===== config.mk =====
export PLATFORM = sky130hd
export DESIGN_NAME = fmsynth_sequencer
export DESIGN_NICKNAME = d
export VERILOG_FILES = /design/src/rtl/fmsynth_pkg.sv /design/src/rtl/sync_fifo.sv /design/src/rtl/fmsynth_sequencer.sv
export SDC_FILE = /design/constraint.sdc
export NUM_CORES = 2
export LEC_CHECK = 0
export CORE_MARGIN = 3
export CORE_UTILIZATION = 45
export DETAILED_ROUTE_END_ITERATION = 7
export SYNTH_ARGS = -nofsm -noshare
export SYNTH_HDL_FRONTEND = slang
export SYNTH_SLANG_ARGS = --single-unit

===== constraint.sdc =====
create_clock -name clk -period 9.3 [get_ports clk]
set_input_delay 1.86 -clock clk [delete_from_list [all_inputs] [get_ports clk]]
set_output_delay 1.86 -clock clk [all_outputs]
set_load 0.005 [all_outputs]

===== src/rtl/fmsynth_pkg.sv =====
// Shared fmsynth definitions: register-port widths and the sequencer queue entry layout.
package fmsynth_pkg;

  localparam int unsigned DELAY_W = 16;
  localparam int unsigned ADDR_W  = 9;
  localparam int unsigned DATA_W  = 32;
  localparam int unsigned ENTRY_W = DELAY_W + ADDR_W + DATA_W;

  typedef struct packed {
    logic [DELAY_W-1:0] delay;
    logic [ADDR_W-1:0]  addr;
    logic [DATA_W-1:0]  data;
  } seq_entry_t;

endpackage


===== src/rtl/sync_fifo.sv =====
// Single-clock FIFO with registered read data, level/full/empty flags and a synchronous flush.
module sync_fifo #(
  parameter int unsigned WIDTH      = 8,
  parameter int unsigned DEPTH_LOG2 = 4
) (
  input  logic                  clk,
  input  logic                  reset,
  input  logic                  clear,
  input  logic                  push,
  input  logic [WIDTH-1:0]      push_data,
  input  logic                  pop,
  output logic [WIDTH-1:0]      pop_data,
  output logic [DEPTH_LOG2:0]   level,
  output logic                  full,
  output logic                  empty
);

  localparam int unsigned DEPTH = 2 ** DEPTH_LOG2;
  localparam int unsigned PTR_W = DEPTH_LOG2;
  localparam int unsigned LVL_W = DEPTH_LOG2 + 1;

  logic [WIDTH-1:0] mem [DEPTH];
  logic [PTR_W-1:0] wr_ptr;
  logic [PTR_W-1:0] rd_ptr;
  logic [LVL_W-1:0] level_next;
  logic             push_ok;
  logic             pop_ok;

  // A push into a full FIFO is dropped even when a pop frees a slot in the same cycle.
  assign push_ok = push && !full;
  assign pop_ok  = pop && !empty;

  always_comb begin
    level_next = level;
    case ({push_ok, pop_ok})
      2'b10:   level_next = level + LVL_W'(1);
      2'b01:   level_next = level - LVL_W'(1);
      default: level_next = level;
    endcase
  end

  always_ff @(posedge clk) begin
    if (!reset || clear) begin
      wr_ptr <= '0;
      rd_ptr <= '0;
      level  <= '0;
      full   <= 1'b0;
      empty  <= 1'b1;
    end else begin
      if (push_ok) wr_ptr <= wr_ptr + PTR_W'(1);
      if (pop_ok)  rd_ptr <= rd_ptr + PTR_W'(1);
      level <= level_next;
      full  <= (level_next == LVL_W'(DEPTH));
      empty <= (level_next == '0);
    end
  end

  always_ff @(posedge clk) begin
    if (push_ok) mem[wr_ptr] <= push_data;
    if (pop_ok)  pop_data    <= mem[rd_ptr];
  end

endmodule


===== src/rtl/fmsynth_sequencer.sv =====
// Timed register-write scheduler: queued {delay, addr, data} entries are issued to the fmsynth
// port after <delay> sample ticks, with direct CPU writes taking priority on the same port.
module fmsynth_sequencer
  import fmsynth_pkg::*;
#(
  parameter int unsigned FIFO_LOG2 = 6
) (
  input  logic                 clk,
  input  logic                 reset,
  input  logic                 sample_tick,
  input  logic                 enable,
  input  logic [ADDR_W-1:0]    cpu_addr,
  input  logic [DATA_W-1:0]    cpu_wrdata,
  input  logic                 cpu_wren,
  input  logic [ENTRY_W-1:0]   q_wrdata,
  input  logic                 q_wren,
  input  logic                 q_clear,
  output logic                 q_full,
  output logic [FIFO_LOG2:0]   q_level,
  output logic                 q_overflow,
  output logic                 busy,
  output logic                 irq_empty,
  output logic [ADDR_W-1:0]    fm_addr,
  output logic [DATA_W-1:0]    fm_wrdata,
  output logic                 fm_wren
);

  typedef enum logic [1:0] {S_IDLE, S_LOAD, S_WAIT, S_ISSUE} state_t;

  state_t             state;
  logic [DELAY_W-1:0] cnt;
  logic [ENTRY_W-1:0] pop_data;
  seq_entry_t         cur;
  logic               fifo_empty;
  logic               more_c;
  logic               pop_c;

  assign cur    = pop_data;
  assign more_c = enable && !fifo_empty;
  // Pop on the way into LOAD; a stalled ISSUE must keep the current entry in the read register.
  assign pop_c  = !q_clear && more_c &&
                  ((state == S_IDLE) || ((state == S_ISSUE) && !cpu_wren));

  sync_fifo #(
    .WIDTH      (ENTRY_W),
    .DEPTH_LOG2 (FIFO_LOG2)
  ) u_fifo (
    .clk       (clk),
    .reset     (reset),
    .clear     (q_clear),
    .push      (q_wren),
    .push_data (q_wrdata),
    .pop       (pop_c),
    .pop_data  (pop_data),
    .level     (q_level),
    .full      (q_full),
    .empty     (fifo_empty)
  );

  always_ff @(posedge clk) begin
    if (!reset) begin
      state      <= S_IDLE;
      cnt        <= '0;
      busy       <= 1'b0;
      irq_empty  <= 1'b0;
      q_overflow <= 1'b0;
      fm_addr    <= '0;
      fm_wrdata  <= '0;
      fm_wren    <= 1'b0;
    end else begin
      fm_wren   <= 1'b0;
      irq_empty <= 1'b0;

      if (q_clear)               q_overflow <= 1'b0;
      else if (q_wren && q_full) q_overflow <= 1'b1;

      // CPU writes are forwarded unconditionally, including during a flush.
      if (cpu_wren) begin
        fm_addr   <= cpu_addr;
        fm_wrdata <= cpu_wrdata;
        fm_wren   <= 1'b1;
      end

      if (q_clear) begin
        state <= S_IDLE;
        busy  <= 1'b0;
      end else begin
        case (state)
          S_IDLE: begin
            if (more_c) begin
              state <= S_LOAD;
              busy  <= 1'b1;
            end
          end
          S_LOAD: begin
            cnt   <= cur.delay;
            state <= (cur.delay == '0) ? S_ISSUE : S_WAIT;
          end
          S_WAIT: begin
            if (cnt == '0)                  state <= S_ISSUE;
            else if (sample_tick && enable) cnt   <= cnt - DELAY_W'(1);
          end
          S_ISSUE: begin
            if (!cpu_wren) begin
              fm_addr   <= cur.addr;
              fm_wrdata <= cur.data;
              fm_wren   <= 1'b1;
              irq_empty <= fifo_empty && !q_wren;
              if (more_c) begin
                state <= S_LOAD;
              end else begin
                state <= S_IDLE;
                busy  <= 1'b0;
              end
            end
          end
          default: begin
            state <= S_IDLE;
            busy  <= 1'b0;
          end
        endcase
      end
    end
  end

endmodule

# [Yosys cells after proc, flatten, opt, wreduce, memory -nomap -nowiden]
# Memories as Yosys holds them, arrays and structs flattened. A register that Yosys moved wholly into a read port is not among the register bits.
# Cells that the tools add are included.
[word_totals] register_bits=84 mem_bits_rw=3648 input_bits=105 out_inout_bits=53 word_cells=90 memories=1
[mem_list] name="u_fifo.mem" depth=64 word_bits=57 rd=1 rd_ports_with_merged_regs=1 wr=1 line="sync_fifo.sv:22" text="logic [WIDTH-1:0] mem [DEPTH];"
[op_classes] n_addsub=5 n_eq_ne=12 n_mux=28 n_bitwise=3 reduce_logical=28
[ops] cell="32-bit two-way mux" n=4
[ops] cell="9-bit two-way mux" n=4
[ops] cell="16-bit logical NOT" n=2
[ops] cell="16-bit two-way mux" n=2
[ops] cell="16-bit case mux with 2 select lines" n=1
[ops] cell="16-bit by 1-bit subtractor with 16-bit output, second input constant" n=1
[ops] cell="7-bit case mux with 2 select lines" n=1
[ops] cell="6-bit by 1-bit adder with 6-bit output, second input constant" n=2
[ops] cell="2-bit != test, second input constant" n=6
[ops] cell="1-bit two-way mux" n=11
[ops] cell="1-bit logical AND" n=9
[ops] cell="2-bit case mux with 4 select lines" n=1
[ops] cell="4-bit AND reduction" n=2
[ops] cell="7-bit by 1-bit adder with 7-bit output, second input constant" n=1
[ops] cell="7-bit equality test, second input constant" n=1
[ops] cell="7-bit logical NOT" n=1
[ops] cell="7-bit by 1-bit subtractor with 7-bit output, second input constant" n=1
[ops] cell="2-bit equality test, second input constant" n=3
[ops] cell="1-bit logical NOT" n=6
[ops] cell="2-bit two-way mux" n=3
[ops] cell="2-bit by 1-bit equality test with 1-bit output, second input constant" n=2
[ops] cell="2-bit nonzero test" n=2
[ops] cell="4-bit OR reduction" n=1
[ops] cell="1-bit NOT" n=3
[ops] cell="other kinds (5)" n=6

# [Longest topological paths before layout]
[depth] depth_word=8 mapped_depth=13 mapped_depth_nobuf=13

# [Modules after synthesis]
# A second synthesis with hierarchy kept.
[unflattened] hier_cells=5936 hier_area_um2=144069.4
[modules_own_cells] module="sync_fifo" instances=1 cells_per_inst=5530 area_each_um2=140776.3 seq_area_each_um2=111677.1
[modules_own_cells] module="fmsynth_sequencer" instances=1 cells_per_inst=406 area_each_um2=3293.2 seq_area_each_um2=1261.2

# [Worst setup path before layout]
# OpenSTA, ideal clock, no wires.
[synth_timing] path_type="input to register" startpoint="in enable" endpoint="reg u_fifo.empty" setup_time_ns=0.057 t_arrival_ns=7.189 required_time_ns=9.243 slack_ns=2.054 cell_stages=12 path_buffers=0 cell_sequence="nor2b_1 o21ai_0 nor2_1 ha_1 inv_1 fa_1 nor2b_1 o21ai_0 a211o_1 o211ai_1 mux2_2 o21ba_2"
[synth_via] elab_chain_len=7 elab_cells_between_ends=8 cone_classes="eq/ne (2); mux (1); reduce/logical (5)"
[synth_rtl] element="start: declaration" line="fmsynth_sequencer.sv:11" text="input logic enable,"
[synth_rtl] element="1-bit logical AND (*)" line="fmsynth_sequencer.sv:39" text="assign more_c = enable && !fifo_empty;"
[synth_rtl] element="1-bit logical AND (*) (2 in series)" line="fmsynth_sequencer.sv:41" text="assign pop_c = !q_clear && more_c &&"
[synth_rtl] element="1-bit logical AND (*)" line="sync_fifo.sv:31" text="assign pop_ok = pop && !empty;"
[synth_rtl] element="via u_fifo.pop_ok" line="sync_fifo.sv:27" text="logic pop_ok;"
[synth_rtl] element="2-bit by 1-bit equality test with 1-bit output / 2-bit equality test (equally long branches)" line="sync_fifo.sv:35" text="case ({push_ok, pop_ok})"
[synth_rtl] element="7-bit case mux with 2 select lines (*)" line="sync_fifo.sv:35"
[synth_rtl] element="7-bit logical NOT (*)" line="sync_fifo.sv:54" text="empty <= (level_next == '0);"
[synth_rtl] element="end signal: assignment" line="sync_fifo.sv:54"
[synth_rtl] element="end: declaration" line="sync_fifo.sv:15" text="output logic empty"
# Mark *: on every way through the listed nets, which the timed path passes. The rest lies on a longest branch.
# A chain may end at the register's enable or synchronous reset.

# [Final worst setup path]
[layout_timing] startpoint="in q_wren" endpoint="mem u_fifo.mem[24][11] (netlist bit), enable pin"
[layout_via] elab_chain_len=3
[layout_rtl] element="start: declaration" line="fmsynth_sequencer.sv:16" text="input logic q_wren,"
[layout_rtl] element="1-bit logical AND" line="sync_fifo.sv:30" text="assign push_ok = push && !full;"
[layout_rtl] element="1-bit two-way mux" line="sync_fifo.sv:59" text="if (push_ok) mem[wr_ptr] <= push_data;"
[layout_rtl] element="1-bit two-way mux (not written as such)" line="sync_fifo.sv:59"
[layout_rtl] element="end: declaration" line="sync_fifo.sv:22"
# Every way passes these cells.

==> run summary <==
Logic synthesis
* **cell taking the most area after synthesis** edfxtp_1
* **fraction of post-synthesis cell area in the top cell type by area** 76.6%
* **synthesized instance count** 6701
* **FFs w/ async S/R, synth** 0%
* **register bit count reported by yosys** 3789
* **count of different cell masters after synthesis** 66
* **synthesized area divided by synthesized cell count** 21.7 um2
* **number of nets in the synthesized netlist** 6821
* **number of warnings printed during yosys synthesis** 0
* **biggest area contributors in the synthesized netlist** edfxtp_1 77%, mux4_2 13%, mux2i_1 2.5%
* **Post-synth EDFFs** 3705
* **portion of the post-synthesis area used by sequential elements** 77.8%
* **Synth Flop Type** edfxtp_1
* **summed instance area of the synthesized netlist** 145000 um2

Cells and area
* **Finished Cell Area** 165000 um2
* **Reg area** 113000 um2
* **Area Growth Syn to Fin** 13.8%
* **multi-input combinational cell area** 30900 um2
* **share of post-route cells with drive strength above 1** 24.9%
* **post-layout instance count excluding filler cells** 11700
* **# nets final** 7229
* **filler instances** 24800

Global routing
* **antenna violations before repair** 49
* **largest net degree at the start of global routing** 117
* **via count of the first global-routing pass** 72200
* **final global-route overflow total** 0
* **combined global-route utilization of all metal layers** 25.2%
* **first-pass GRT wire length** 584000 um

Power
* **portion of total power attributed to combinational logic** 2.4%
* **sequential fraction of design power** 53.7%
* **largest vdd supply drop** 145 uV
* **cell internal pwr** 27.9 mW
* **sw power** 7.19 mW
* **net switching fraction of the power** 20.5%
* **power density over cell area** 212 nW/um2
* **static leakage power** 50.1 nW
* **clock share of power** 44.0%

Setup path
* **worst endpoint data arrival time** 6.52 ns
* **critical path type** in2reg
* **startpoint of the worst-slack reg-to-reg timing path** u_fifo.rd_ptr[0]
* **worst r2r dst** u_fifo.pop_data[55]
* **Critical Path Start Type** input port
* **setup slack, reg-to-reg** 4.29 ns
* **largest fanout on the critical path** 38
* **Crit path largest cell delay** 0.97 ns
* **depth of the worst register-to-register path** 7
* **cells along the critical path** clkdlybuf4s50_1, nor2b_1, inv_1, nor2_1, nand2_1, nor2_4, buf_4
* **Req. time, crit path** 9.85 ns
* **Critical Path Slowest Stage Cell** nor2_4
* **endpoint type of the worst setup path** flip-flop

Timing
* **achievable frequency** 0.168 GHz
* **Finish-stage setup viols** 0
* **setup repair after global routing missed its margin** false
* **final period utilization** 64.2%
* **Tmin final** 5.97 ns
* **number of failing hold endpoints at the final stage** 0
* **relative slew slack** 7.51%
* **fin. max-slew vios** 0
* **TNS Setup** 0 ns
* **Setup Skew** 0.0447 ns
* **actual slew at the worst max-slew pin** 1.39 ns

Clock network
* **htree depth** 5
* **CTS tree** built
* **count of instances resized after the clock tree is built** 0
* **Inserted Clock Buffers** 386
* **Clock Latency Late Sink** 0.94 ns
* **number of buffers inserted to repair setup after CTS** 0
* **clock slew seen by the registers of the worst setup and hold paths** 0.06 ns
* **clock root cell** clkbuf_16
* **CTS max path bufs** 4
* **hold buffer count at CTS** 0
* **clock tree sinks** 3789

Routing
* **routed length per placed instance** 35.8 um
* **Vias per Instance** 6.28
* **overall via count from detail_route** 73700
* **number of detailed-routing iterations run before antenna repair** 6
* **overall routed net length** 420000 um
* **number of nets with antenna violations after routing** 0
* **first-iteration detailed-routing DRC count** 11900
* **remaining design rule violation count** 0

Die
* **vertical die dimension** 574 um
* **Die X** 574 um
* **die area** 330000 um2
* **number of ports placed on the die boundary** 158
* **core outline area** 320000 um2
* **Initial Utilization** 45.4%
* **Rows** 207

Min path
* **Hold Startpoint** u_fifo.empty
* **number of cells on the worst hold path** 2
* **worst hold path type** reg2reg
* **worst hold endpoint** irq_empty

Placement
* **detailed-placement wirelength estimate** 243000 um
* **total placed instance area** 153000 um2
* **Placed Instances** 11000
* **Routability Congestion** 0.846
* **IO Port Bufs** 157

Flow run
* **# Max-Cap Violations** 0

Run status
* **status** completed

-- final cells by class --
type	instances	share of cell area, %
clock inverter	246	1.48
clock buffer	466	6.12
antenna	15	0.0227
inverter	20	0.0560
timing repair buffer	406	2.03
sequential	3789	68.4
multi-input combinational	2506	18.7
tap	4284	3.24
-- synthesized netlist by cell type, types with 30 or more instances --
cell       number
a2111oi_0      37
mux2i_1       360
nor3_1         30
mux4_2        857
nor2_1        169
edfxtp_1     3705
a21oi_1       127
o22ai_1        58
and2_1         53
buf_4          47
nand2_1       312
o21ai_0       137
clkbuf_1      169
o221ai_1       61
buf_2         107
a221oi_1       40
dfxtp_1        84
buf_1          41
-- layer usage --
layer / share of wire, % / GRT usage, % / vias to the layer above
li1: - / - / 29000
met1: 41 / 37.4 / 39800
met2: 46 / 38.4 / 4304
met3: 11 / 5.06 / 563
met4: 2.6 / 6.28 / 10
met5: 0.013 / 0 / -
-- cell usage in the layout (no fill, tap or decap), types with 16 or more instances in the layout --
master / instances
nor2_4: 62
a211o_1: 16
clkdlybuf4s50_1: 98
o31ai_1: 24
dfxtp_1: 78
buf_4: 241
a221oi_1: 40
o221ai_1: 61
bufinv_16: 38
edfxtp_1: 3705
a2111oi_0: 25
mux2i_1: 360
buf_2: 52
o22ai_1: 58
clkinv_1: 85
a22oi_1: 20
mux4_2: 857
clkinv_2: 75
clkinvlp_4: 16
and2_1: 52
nor3_1: 28
clkbuf_1: 70
a21oi_1: 127
nand2_1: 309
nor2_1: 104
o21ai_0: 134
clkbuf_16: 390
-- power groups by stage --
stage               Sequential, mW  Combinational [mW]  Clock, mW
floorplan                     19.2               0.301          0
global placement              19.2               0.815          0
detailed placement            19.2               0.839          0
CTS                           18.8               0.838       15.6
global route                  18.8               0.885       16.3
finish                        18.8               0.834       15.4
-- worst max-delay path: cells and delay by family --
| family | cells | cell delay [ns] |
|---|---|---|
| buffers and inverters | 3 | 1.68 |
| AND/OR/NAND/NOR | 4 | 2.89 |
-- registers in the layout, summed over array words and instances (netlist names) --
| register | flops |
|---|---|
| u_fifo.level | 7 |
| fm_wrdata | 32 |
| irq_empty | 1 |
| u_fifo.mem | 3648 |
| u_fifo.wr_ptr | 6 |
| fm_addr | 9 |
| busy | 1 |
| state | 2 |
| u_fifo.empty | 1 |
| fm_wren | 1 |
| u_fifo.pop_data | 57 |
| u_fifo.full | 1 |
| u_fifo.rd_ptr | 6 |
| q_overflow | 1 |
| cnt | 16 |
-- through the flow --
| stage | hold slack, ns | power, mW | util [%] | setup WS [ns] |
|---|---|---|---|---|
| 5_1_grt | 0.481 | 36.0 | 51.7 | 3.25 |
| 2_1_floorplan | 0.413 | 19.5 | - | 2.05 |
| 3_3_place_gp | 0.446 | 20.0 | 47.8 | 2.52 |
| 6_report | 0.455 | 35.1 | 51.7 | 3.33 |
| 3_5_place_dp | 0.440 | 20.0 | 47.8 | 2.48 |
| 4_1_cts | 0.455 | 35.3 | 51.7 | 3.47 |
-- logic make-up after synthesis --
logic type      share of synthesized area (%)
buf+inv                                  1.38
simple gates                             1.86
mux                                      15.9
compound gates                           2.90
flops                                    77.8
xor+xnor                               0.0663
fa+ha+maj                               0.134
-- how the worst max path moves through the flow --
stage / start / to / cells after the start
after CTS: q_wren / u_fifo.mem[24][33] / 7
after global placement: q_wren / u_fifo.mem[24][36] / 7
final: q_wren / u_fifo.mem[24][11] / 7
after detailed placement: q_wren / u_fifo.mem[24][36] / 7
after floorplan: enable / u_fifo.empty / 12
after global routing: q_wren / u_fifo.mem[24][46] / 7
No activity file was read; power rests on OpenSTA's default activity.
